<file path="config.mk">
export PLATFORM = sky130hd
export DESIGN_NAME = pc_unit_flat
export DESIGN_NICKNAME = d
export VERILOG_FILES = /design/src/rtl/pc_pkg.sv /design/src/rtl/pc_unit_if.sv /design/src/rtl/pc_unit_register_ar.sv /design/src/rtl/pc_unit.sv /design/src/flat_wrapper.sv
export SDC_FILE = /design/constraint.sdc
export NUM_CORES = 1
export LEC_CHECK = 0
export ABC_AREA = 0
export CAP_MARGIN = 40
export CORE_UTILIZATION = 35
export DETAILED_ROUTE_END_ITERATION = 16
export PLACE_DENSITY = 0.74
export SLEW_MARGIN = 25
export SYNTH_ARGS = -nofsm -noshare
export SYNTH_HDL_FRONTEND = slang
export SYNTH_SLANG_ARGS = --single-unit
</file>
<file path="constraint.sdc">
create_clock -name clk -period 4.47 [get_ports clk]
set_clock_uncertainty 0.2 [all_clocks]
set_input_delay 1.1175 -clock clk [delete_from_list [all_inputs] [get_ports clk]]
set_output_delay 1.1175 -clock clk [all_outputs]
set_load 0.02 [all_outputs]
</file>
<file path="src/rtl/pc_pkg.sv">
// Shared types and constants for the program-counter unit.
package pc_pkg;

    typedef enum logic [1:0] {
        BOOT = 2'd0,
        RUN  = 2'd1,
        HALT = 2'd2
    } pc_state_e;

    localparam logic [31:0] DEFAULT_RESET_VECTOR = 32'h8000_0000;
    localparam int          DEFAULT_STEP         = 4;

    // Mask that clears the low 'bits' address bits; callers slice to width.
    function automatic logic [63:0] align_mask(input int bits);
        return ~((64'd1 << bits) - 64'd1);
    endfunction

endpackage

</file>
<file path="src/rtl/pc_unit_if.sv">
// Fetch, steering and control signals of the program-counter unit.
interface pc_unit_if #(
    parameter int N = 32
);
    logic         fetch_ready;
    logic         redirect_valid;
    logic [N-1:0] redirect_target;
    logic         trap_valid;
    logic [N-1:0] trap_vector;
    logic         halt_req;
    logic         resume_req;
    logic [N-1:0] instruction_address;
    logic         fetch_valid;
    logic         halted;
    logic         misalign_fault;
    logic [N-1:0] fetch_count;

    modport slave (
        input  fetch_ready, redirect_valid, redirect_target,
               trap_valid, trap_vector, halt_req, resume_req,
        output instruction_address, fetch_valid, halted,
               misalign_fault, fetch_count
    );

    modport master (
        output fetch_ready, redirect_valid, redirect_target,
               trap_valid, trap_vector, halt_req, resume_req,
        input  instruction_address, fetch_valid, halted,
               misalign_fault, fetch_count
    );
endinterface

</file>
<file path="src/rtl/pc_unit_register_ar.sv">
// N-bit load-enabled register with asynchronous active-high reset to INIT.
module register_ar #(
    parameter int           N    = 32,
    parameter logic [N-1:0] INIT = '0
) (
    input  logic         clk,
    input  logic         rst,
    input  logic         en_i,
    input  logic [N-1:0] d_i,
    output logic [N-1:0] q_o
);

    logic [N-1:0] data_q;

    // Hold value unless enabled; reset loads INIT without a clock.
    always_ff @(posedge clk or posedge rst) begin
        if (rst)
            data_q <= INIT;
        else if (en_i)
            data_q <= d_i;
    end

    assign q_o = data_q;

endmodule

</file>
<file path="src/rtl/pc_unit.sv">
// Program counter with fetch handshake, redirect/trap steering, halt/resume.
//
// state | meaning
// BOOT  | out of reset, no fetch request yet; inputs ignored
// RUN   | fetching; PC steps on each accepted fetch
// HALT  | no fetch request; trap/redirect may still load the PC
module pc_unit
    import pc_pkg::*;
#(
    parameter int           N            = 32,
    parameter logic [N-1:0] RESET_VECTOR = N'(DEFAULT_RESET_VECTOR),
    parameter int           STEP         = DEFAULT_STEP,
    parameter int           ALIGN_BITS   = 2
) (
    input logic       clk,
    input logic       rst,
    pc_unit_if.slave  bus
);

    localparam logic [63:0]  MASK64 = align_mask(ALIGN_BITS);
    localparam logic [N-1:0] MASK   = MASK64[N-1:0];

    pc_state_e    state_q, state_d;
    logic         fetch_valid_q, fetch_valid_d;
    logic         halted_q, halted_d;
    logic         misalign_q, misalign_d;
    logic [N-1:0] pc_q, pc_d;
    logic [N-1:0] count_q;
    logic         accept;
    logic [N-1:0] trap_aligned;
    logic         target_misaligned;

    assign accept            = fetch_valid_q & bus.fetch_ready;
    assign trap_aligned      = bus.trap_vector & MASK;
    assign target_misaligned = |(bus.redirect_target & ~MASK);

    register_ar #(.N(N), .INIT(RESET_VECTOR)) u_pc (
        .clk  (clk),
        .rst  (rst),
        .en_i (1'b1),
        .d_i  (pc_d),
        .q_o  (pc_q)
    );

    register_ar #(.N(N), .INIT('0)) u_count (
        .clk  (clk),
        .rst  (rst),
        .en_i (accept),
        .d_i  (count_q + N'(1)),
        .q_o  (count_q)
    );

    // State and flag registers.
    always_ff @(posedge clk or posedge rst) begin
        if (rst) begin
            state_q       <= BOOT;
            fetch_valid_q <= 1'b0;
            halted_q      <= 1'b0;
            misalign_q    <= 1'b0;
        end else begin
            state_q       <= state_d;
            fetch_valid_q <= fetch_valid_d;
            halted_q      <= halted_d;
            misalign_q    <= misalign_d;
        end
    end

    // Next state, flags and next-PC priority mux (trap > redirect > step > hold).
    always_comb begin
        state_d       = state_q;
        fetch_valid_d = fetch_valid_q;
        halted_d      = halted_q;
        misalign_d    = 1'b0;
        pc_d          = pc_q;

        if (state_q == RUN || state_q == HALT) begin
            if (bus.trap_valid) begin
                pc_d = trap_aligned;
            end else if (bus.redirect_valid) begin
                if (target_misaligned) begin
                    pc_d       = trap_aligned;
                    misalign_d = 1'b1;
                end else begin
                    pc_d = bus.redirect_target;
                end
            end else if (state_q == RUN && accept) begin
                pc_d = pc_q + N'(STEP);
            end
        end

        case (state_q)
            BOOT: begin
                state_d       = RUN;
                fetch_valid_d = 1'b1;
                halted_d      = 1'b0;
            end
            RUN: begin
                if (bus.halt_req) begin
                    state_d       = HALT;
                    fetch_valid_d = 1'b0;
                    halted_d      = 1'b1;
                end else begin
                    fetch_valid_d = 1'b1;
                    halted_d      = 1'b0;
                end
            end
            HALT: begin
                fetch_valid_d = 1'b0;
                halted_d      = 1'b1;
                if (bus.resume_req) begin
                    state_d       = RUN;
                    fetch_valid_d = 1'b1;
                    halted_d      = 1'b0;
                end
            end
            default: begin
                state_d       = BOOT;
                fetch_valid_d = 1'b0;
                halted_d      = 1'b0;
            end
        endcase
    end

    assign bus.instruction_address = pc_q;
    assign bus.fetch_valid         = fetch_valid_q;
    assign bus.halted              = halted_q;
    assign bus.misalign_fault      = misalign_q;
    assign bus.fetch_count         = count_q;

endmodule
</file>
<file path="src/flat_wrapper.sv">
// flat-port wrapper written by rule: the top's interface ports become plain ports
module pc_unit_flat import pc_pkg::*;
#(
    parameter int           N            = 32,
    parameter logic [N-1:0] RESET_VECTOR = N'(DEFAULT_RESET_VECTOR),
    parameter int           STEP         = DEFAULT_STEP,
    parameter int           ALIGN_BITS   = 2
)
  (clk, rst, bus_fetch_ready, bus_redirect_valid, bus_redirect_target, bus_trap_valid, bus_trap_vector, bus_halt_req, bus_resume_req, bus_instruction_address, bus_fetch_valid, bus_halted, bus_misalign_fault, bus_fetch_count);
  pc_unit_if #(.N(N)) bus_i ();
  input logic clk;
  input logic rst;
  input wire logic [$bits(bus_i.fetch_ready)-1:0] bus_fetch_ready;
  input wire logic [$bits(bus_i.redirect_valid)-1:0] bus_redirect_valid;
  input wire logic [$bits(bus_i.redirect_target)-1:0] bus_redirect_target;
  input wire logic [$bits(bus_i.trap_valid)-1:0] bus_trap_valid;
  input wire logic [$bits(bus_i.trap_vector)-1:0] bus_trap_vector;
  input wire logic [$bits(bus_i.halt_req)-1:0] bus_halt_req;
  input wire logic [$bits(bus_i.resume_req)-1:0] bus_resume_req;
  output wire logic [$bits(bus_i.instruction_address)-1:0] bus_instruction_address;
  output wire logic [$bits(bus_i.fetch_valid)-1:0] bus_fetch_valid;
  output wire logic [$bits(bus_i.halted)-1:0] bus_halted;
  output wire logic [$bits(bus_i.misalign_fault)-1:0] bus_misalign_fault;
  output wire logic [$bits(bus_i.fetch_count)-1:0] bus_fetch_count;
  assign bus_i.fetch_ready = bus_fetch_ready;
  assign bus_i.redirect_valid = bus_redirect_valid;
  assign bus_i.redirect_target = bus_redirect_target;
  assign bus_i.trap_valid = bus_trap_valid;
  assign bus_i.trap_vector = bus_trap_vector;
  assign bus_i.halt_req = bus_halt_req;
  assign bus_i.resume_req = bus_resume_req;
  assign bus_instruction_address = bus_i.instruction_address;
  assign bus_fetch_valid = bus_i.fetch_valid;
  assign bus_halted = bus_i.halted;
  assign bus_misalign_fault = bus_i.misalign_fault;
  assign bus_fetch_count = bus_i.fetch_count;
  pc_unit #(.N(N), .RESET_VECTOR(RESET_VECTOR), .STEP(STEP), .ALIGN_BITS(ALIGN_BITS)) u_core (.clk(clk), .rst(rst), .bus(bus_i));
endmodule
</file>
* Yosys cells after proc, flatten, opt, wreduce, memory -nomap -nowiden
Index checks and enable logic that the tools add are counted.
Word-level totals: register bits after elaboration 69, bits of input ports 71, output and inout bits 67, word-level logic and storage cells 37
Cells by class: add/sub/neg operators 2, eq/ne operators 4, muxes and demuxes 17, bitwise operators 1, reduce and logical (&&, ||, !) cells 7
Operator list (number):
- 32-bit 2-to-1 mux | 4
- 32-bit by 1-bit adder with 32-bit output, second input constant | 1
- 32-bit by 3-bit adder with 32-bit output, second input constant | 1
- 1-bit 2-to-1 mux | 8
- 2-bit case mux with 3 select lines | 1
- 2-bit 2-to-1 mux | 2
- 2-bit inequality test, second input constant | 2
- 2-bit AND reduction | 2
- 1-bit case mux with 3 select lines | 1
- 3-bit nonzero test | 1
- 2-bit by 1-bit equality test with 1-bit output, second input constant | 1
- 2-bit equality test, second input constant | 1
- 2-bit zero test | 1
- 1-bit case mux with 2 select lines | 1
- 2-bit OR reduction | 1
- 1-bit AND | 1
- 1-bit logical AND | 1
- 1-bit logical OR | 1

* Logic depth before layout (Yosys ltp)
Gate-level depths: netlist of run 1.
depth in word-level cells 5, mapped depth 8

* Modules after synthesis
From an unflattened synthesis of run 1, not the netlist that was laid out.
Unflattened totals: cells, all modules 562, area total of the unflattened synthesis 5408.9 sq um
By module, submodules not included:
- pc_unit | instances 1, cells each 424, area each 2710.1 sq um
- register_ar (u_core.u_pc) | instances 1, cells each 69, area each 1350.0 sq um
- register_ar (u_core.u_count) | instances 1, cells each 69, area each 1348.8 sq um

* Worst setup path after synthesis of run 1
No wires, ideal clock.
path kind input-to-reg, start point input bus_trap_valid, end point register u_core.u_pc.data_q[18] (netlist: u_core.u_pc.q_o[18]), arrival 2.533 ns, data required time 4.146 ns, setup slack 1.613 ns, stages 7, path through clkbuf_1 or2_2 buf_2 o21ai_1 buf_2 nor2_1 a211o_1
On the way: cells in the longest elaborated chain, start to end 2, elaborated cells between the ends (all ways) 3, classes of those cells mux (1); reduce/logical (2)
RTL lines:
- start, declared | line flat_wrapper.sv:16 | input wire logic [$bits(bus_i.trap_valid)-1:0] bus_trap_valid;
- 3-bit nonzero test (no line)
- 2-bit AND reduction (no line)
- end signal, assigned | line pc_unit_register_ar.sv:20 | data_q <= d_i;
- end, declared | line pc_unit_register_ar.sv:13 | logic [N-1:0] data_q;
Parallel ways exist; a longest one is shown, timed or not. A chain may end at the register's enable or synchronous reset.

* Worst setup path in the final report of run 1
start point input bus_fetch_ready, end point register u_core.u_count.data_q[31] (netlist: u_core.u_count.q_o[31])
On the way: cells in the longest elaborated chain, start to end 1
RTL lines:
- start, declared | line flat_wrapper.sv:13 | input wire logic [$bits(bus_i.fetch_ready)-1:0] bus_fetch_ready;
- 1-bit AND | line pc_unit.sv:33 | assign accept = fetch_valid_q & bus.fetch_ready;
- end signal, assigned | line pc_unit_register_ar.sv:20
- end, declared | line pc_unit_register_ar.sv:13
No other way between the ends.

==> results of run 1 <==
-- cell type report --
type,count,share of cell area
Inverter,20,0.0124
Clock buffer,11,0.0418
Timing Repair Buffer,144,0.239
Tap cell,143,0.0296
Sequential cell,69,0.286
Clock inverter,5,0.0213
Multi-Input combinational cell,355,0.370
-- worst min-delay path by stage --
stage | startpoint | end | slack, ps
detailed placement | u_core.u_count.q_o[31] | u_core.u_count.q_o[31] | 270
global route | u_core.u_count.q_o[31] | u_core.u_count.q_o[31] | 290
finish | u_core.u_count.q_o[31] | u_core.u_count.q_o[31] | 280
floorplan | u_core.u_pc.q_o[31] | u_core.u_pc.q_o[31] | 330
CTS | u_core.u_count.q_o[31] | u_core.u_count.q_o[31] | 280
global placement | u_core.u_count.q_o[31] | u_core.u_count.q_o[31] | 260
-- cells in the final DEF, fill, tap and decap left out, types with 15 or more instances in the layout --
master / Yosys / final
nor3_1: 16 / 15
nand3_1: 23 / 23
dfrtp_1: 68 / 68
inv_1: 20 / 19
a22o_1: 26 / 26
a21oi_1: 23 / 23
clkdlybuf4s50_1: 0 / 135
xor2_1: 16 / 16
xnor2_1: 15 / 15
nand2_1: 44 / 44
o21ai_0: 38 / 38
nor2_1: 38 / 38
-- worst max-delay path: stages --
cell and delay, ps:
clkdlybuf4s50_1 580, nand4_1 110, or4_1 660, nand2b_1 280, nor3_1 260, xor2_1 180
-- power by group through the flow --
stage	sequential, mW	clock (mW)	combinational, mW
5_1_grt	1.14	0.948	1.40
4_1_cts	1.10	0.927	1.30
3_3_place_gp	1.09	0	1.26
2_1_floorplan	1.23	0	0.542
3_5_place_dp	1.10	0	1.29
6_report	1.10	0.918	1.29
-- per-layer routing --
layer | global-route usage | wire length (um)
met3 | 0.0399 | 979
met5 | 0 | 0
met2 | 0.350 | 6190
met1 | 0.256 | 5130
met4 | 0.0729 | 228
-- state kept, by name, summed over array words and instances (netlist names) --
signal                     flops
u_core.u_count.q_o            32
u_core.bus.fetch_valid         1
u_core.bus.misalign_fault      1
u_core.bus.halted              1
u_core.state_q                 2
u_core.u_pc.q_o               32
-- logic make-up after synthesis --
group / Yosys count
compound gates: 141
xor+xnor: 31
fa+ha+maj: 6
buf+inv: 46
flops: 69
mux: 3
simple gates: 174
==> impl_metrics.env, run 1 <==
export IMPL_die_y_um=111
export IMPL_r2r_setup_slack_ps=1950
export IMPL_worstPathRequired_ps=4520
export IMPL_leakagePower_nw=2.50
export IMPL_drive_gt1_frac=0.0613
export IMPL_dieWidth_um=111
export IMPL_vias=4297
export IMPL_dp_cells=729
export IMPL_wl_per_cell_um=16.8
export IMPL_p_per_area_nw_per_um2=548
export IMPL_num_fill_cells=1034
export IMPL_min_delay_path_class="reg -> reg"
export IMPL_power_frac_comb=0.390
export IMPL_post_synth_top_count_cell="dfrtp_1"
export IMPL_rsz0062_at_grt="no"
export IMPL_gp_congestion=0.891
export IMPL_critPathLaunch="bus_fetch_ready"
export IMPL_multi_input_area_um2=2240
export IMPL_synthArstFlopShare=1.00
export IMPL_tns_ps=0
export IMPL_worstMarginPinSlew_ps=676
export IMPL_syn_nets=547
export IMPL_grt_pass1_wl_mm=20.2
export IMPL_syn_area_um2=4140
export IMPL_synth_xor_area_frac=0.0655
export IMPL_cts_tree="done"
export IMPL_internal_power_mw=2.03
export IMPL_grt_max_degree=44
export IMPL_arrival_ps=3180
export IMPL_final_util=0.528
export IMPL_relSlewSlack=0.547
export IMPL_r2r_cells=6
export IMPL_synth_simple_area_share=0.217
export IMPL_hold_viol=0
export IMPL_synth_edf_count=0
export IMPL_hold_buffers=0
export IMPL_fin_crit_ps=3130
export IMPL_initial_core_util=0.361
export IMPL_status="completed"
export IMPL_row_count=39
export IMPL_synth_compound_area_frac=0.229
export IMPL_switching_share=0.387
export IMPL_cts_setup_buffers=0
export IMPL_cts_root_buf="clkbuf_16"
export IMPL_synthCells=470
export IMPL_via_per_inst=5.75
export IMPL_place_area_um2=5640
export IMPL_cts_resized=0
export IMPL_hpwl_mm=9.10
export IMPL_htree_levels=3
export IMPL_rr_endpoint="u_core.u_pc.q_o[26]"
export IMPL_grt_pass1_vias=4039
export IMPL_synth_ff_latch_count=69
export IMPL_pwr_share_seq=0.333
export IMPL_cp_start_kind="input pin"
export IMPL_hold_path_cell_count=1
export IMPL_netSwitchingPower_mw=1.28
export IMPL_nets=676
export IMPL_ys_flop_type="dfrtp_1"
export IMPL_crit_fanout=6
export IMPL_synth_top_family_by_area="compound AO/OA/AOI/OAI gates"
export IMPL_netlist_top_cell_by_area="dfrtp_1"
export IMPL_synthDistinctLibCells=54
export IMPL_worstReg2RegStart="u_core.u_pc.q_o[2]"
export IMPL_grt_overflow=0
export IMPL_endpoint_kind="flip-flop"
export IMPL_total_power_mw=3.31
export IMPL_die_area_um2=12300
export IMPL_clkPwrFrac=0.277
export IMPL_syn_area_per_cell_um2=8.81
export IMPL_synth_common_cells="dfrtp_1, nand2_1, nor2_1, o21ai_0, a22o_1"
export IMPL_drc=0
export IMPL_diodes=0
export IMPL_seq_area_um2=1730
export IMPL_post_place_ws_ps=1010
export IMPL_numCtsBuffers=9
export IMPL_clkSinkCount=69
export IMPL_first_pass_iters=5
export IMPL_finalInstanceArea_um2=6050
export IMPL_maxSlewViolCount=0
export IMPL_layout_cells_non_filler=747
export IMPL_vdd_ir_drop_max_mv=0.384
export IMPL_worst_setup_path_type="in -> reg"
export IMPL_yosys_top_cells_area="dfrtp_1, a22o_1, o21ai_0"
export IMPL_synth_top_area_frac=0.411
export IMPL_setup_violations_final=0
export IMPL_critPathCapture="u_core.u_count.q_o[31]"
export IMPL_ioPinCount=138
export IMPL_ant_nets=0
export IMPL_antenna_found_initial=0
export IMPL_cap_violations=0
export IMPL_fin_ws_ps=1340
export IMPL_synth_adder_area_share=0.0181
export IMPL_fin_crit_sh=0.700
export IMPL_core_area_um2=11500
export IMPL_cts_buffer_depth=2
export IMPL_clock_latency_ps=340
export IMPL_track_usage=0.205
export IMPL_drt_initial_drc_count=396
export IMPL_area_growth_pct=46.1
export IMPL_numPortBuffers=135
export IMPL_path_clk_slew_ps=60
export IMPL_max_freq_mhz=319
export IMPL_routed_wl_mm=12.5
export IMPL_ys_warn_count=0
export IMPL_yosysSeqAreaShare=0.417
export IMPL_holdWs_ps=277
export IMPL_synth_mux_area_frac=0.00755
Power figures use the tool's default switching activity.
==> inputs of run 2 (changes only) <==
==> constraint.sdc (replaced) <==
create_clock -name clk -period 3.2 [get_ports clk]
set_clock_uncertainty 0.2 [all_clocks]
set_input_delay 0.8 -clock clk [delete_from_list [all_inputs] [get_ports clk]]
set_output_delay 0.8 -clock clk [all_outputs]
set_load 0.02 [all_outputs]
==> impl_metrics.env, run 2 (synthesized netlist as in run 1, its figures left out) <==
export IMPL_ant_nets=0
export IMPL_setup_violations_final=0
export IMPL_rsz0062_at_grt="no"
export IMPL_first_pass_iters=5
export IMPL_total_power_mw=4.32
export IMPL_critical_path_slowest_cell="clkdlybuf4s50_1"
export IMPL_die_y_um=111
export IMPL_antenna_found_initial=0
export IMPL_slowest_delay_ps=580
export IMPL_endpoint_kind="flip-flop"
export IMPL_via_per_inst=5.65
export IMPL_diodes=0
export IMPL_p_per_area_nw_per_um2=720
export IMPL_grt_pass1_wl_mm=21.1
export IMPL_r2r_setup_slack_ps=840
export IMPL_fin_ws_ps=520
export IMPL_arrival_ps=2730
export IMPL_status="completed"
export IMPL_crit_buf_inv=1
export IMPL_initial_core_util=0.361
export IMPL_clock_latency_ps=330
export IMPL_grt_max_degree=44
export IMPL_gp_congestion=0.886
export IMPL_numPortBuffers=135
export IMPL_fin_crit_sh=0.838
export IMPL_dp_cells=739
export IMPL_maxSlewViolCount=0
export IMPL_vias=4268
export IMPL_numCtsBuffers=9
export IMPL_ioPinCount=138
export IMPL_htree_levels=3
export IMPL_layout_cells_non_filler=756
export IMPL_clkSinkCount=69
export IMPL_cts_tree="done"
export IMPL_drc=0
export IMPL_cp_cell_sequence="clkdlybuf4s50_1 -> nand3_1 -> nor4_1 -> nand2_1 -> nor2_1 -> xor2_1"
export IMPL_area_growth_pct=44.9
export IMPL_wl_per_cell_um=16.6
export IMPL_crit_family="simple AND/OR/NAND/NOR gates"
export IMPL_cts_buffer_depth=2
export IMPL_die_area_um2=12300
export IMPL_grt_pass1_vias=4175
export IMPL_row_count=39
export IMPL_cts_root_buf="clkbuf_16"
export IMPL_nets=685
export IMPL_cts_setup_buffers=0
export IMPL_post_place_ws_ps=173
export IMPL_tns_ps=0
export IMPL_worst_setup_path_type="in -> reg"
export IMPL_grt_overflow=0
export IMPL_routed_wl_mm=12.6
export IMPL_hold_buffers=0
export IMPL_mostFrequentLayoutCell="clkdlybuf4s50_1"
export IMPL_leakagePower_nw=2.49
export IMPL_fin_crit_ps=2680
export IMPL_cp_start_kind="input pin"
export IMPL_core_area_um2=11500
export IMPL_drt_initial_drc_count=302
export IMPL_crit_fanout=5
export IMPL_track_usage=0.212
export IMPL_worstMarginPinSlew_ps=697
export IMPL_relSlewSlack=0.532
export IMPL_max_freq_mhz=373
export IMPL_vdd_ir_drop_max_mv=0.426
export IMPL_min_delay_path_class="reg -> reg"
export IMPL_hpwl_mm=9.41
export IMPL_cap_violations=0
export IMPL_dieWidth_um=111
export IMPL_holdWs_ps=266
export IMPL_cts_resized=0
export IMPL_drive_gt1_frac=0.0734
export IMPL_hold_viol=0
export IMPL_path_clk_slew_ps=60
export IMPL_worstPathRequired_ps=3250
export IMPL_mostFrequentLayoutCells="clkdlybuf4s50_1, dfrtp_1, nand2_1"
==> run 2: changes by cell type in the layout (fill, tap and decap cells not counted), sizes merged <==
cell      change
buf          +10
bufinv        -4
clkbuf        -3
clkinv        +4
clkinvlp      +2
==> run 2: worst register-to-register path, delay by kind of cell, from the launching register on <==
kind | cells | cell delay [ps]
flops | 1 | 520
simple gates | 3 | 1140
compound gates | 2 | 380
==> run 2: cell type report <==
class                   count  area (um^2)
fillers                  1041         5470
repair buffers            153         1510
multi-input cells         355         2230
clock inverters             7         51.3
flip-flops and latches     69         1730
clock buffers               9          225
well taps                 143          179
inverters                  20         75.1
==> run 2: final timing paths <==
check,depth (start not counted),to,start
setup / recovery,6,u_core.u_count.q_o[28],bus_fetch_ready
hold / removal,1,u_core.u_count.q_o[31],u_core.u_count.q_o[31]
setup reg to reg,5,u_core.u_pc.q_o[27],u_core.u_pc.q_o[7]
hold reg to reg,1,u_core.u_count.q_o[31],u_core.u_count.q_o[31]
max in group asynchronous,3,u_core.u_pc.q_o[31],rst
min in group asynchronous,2,u_core.bus.halted,rst
==> run 2: where the power goes <==
| group | leakage [nW] | internal, mW | switching [mW] |
|---|---|---|---|
| Sequential | 0.870 | 1.13 | 0.409 |
| Combinational | 1.49 | 0.866 | 0.997 |
| Clock | 0.132 | 0.526 | 0.391 |
| Total | 2.49 | 2.52 | 1.80 |
==> run 2: per-stage QoR <==
| stage | utilization | area (um^2) |
|---|---|---|
| after floorplan | - | 4140 |
| after global placement | 0.499 | 5720 |
| after detailed placement | 0.499 | 5720 |
| after CTS | 0.523 | 6000 |
| after global routing | 0.523 | 6000 |
| final | 0.523 | 6000 |
==> run 2: layer usage <==
metal / wire length, um / global-route usage / up-vias
met5: 0 / 0 / -
met4: 189 / 0.0693 / 0
met3: 951 / 0.0405 / 15
met2: 6130 / 0.358 / 219
met1: 5290 / 0.273 / 2016
li1: - / - / 2018
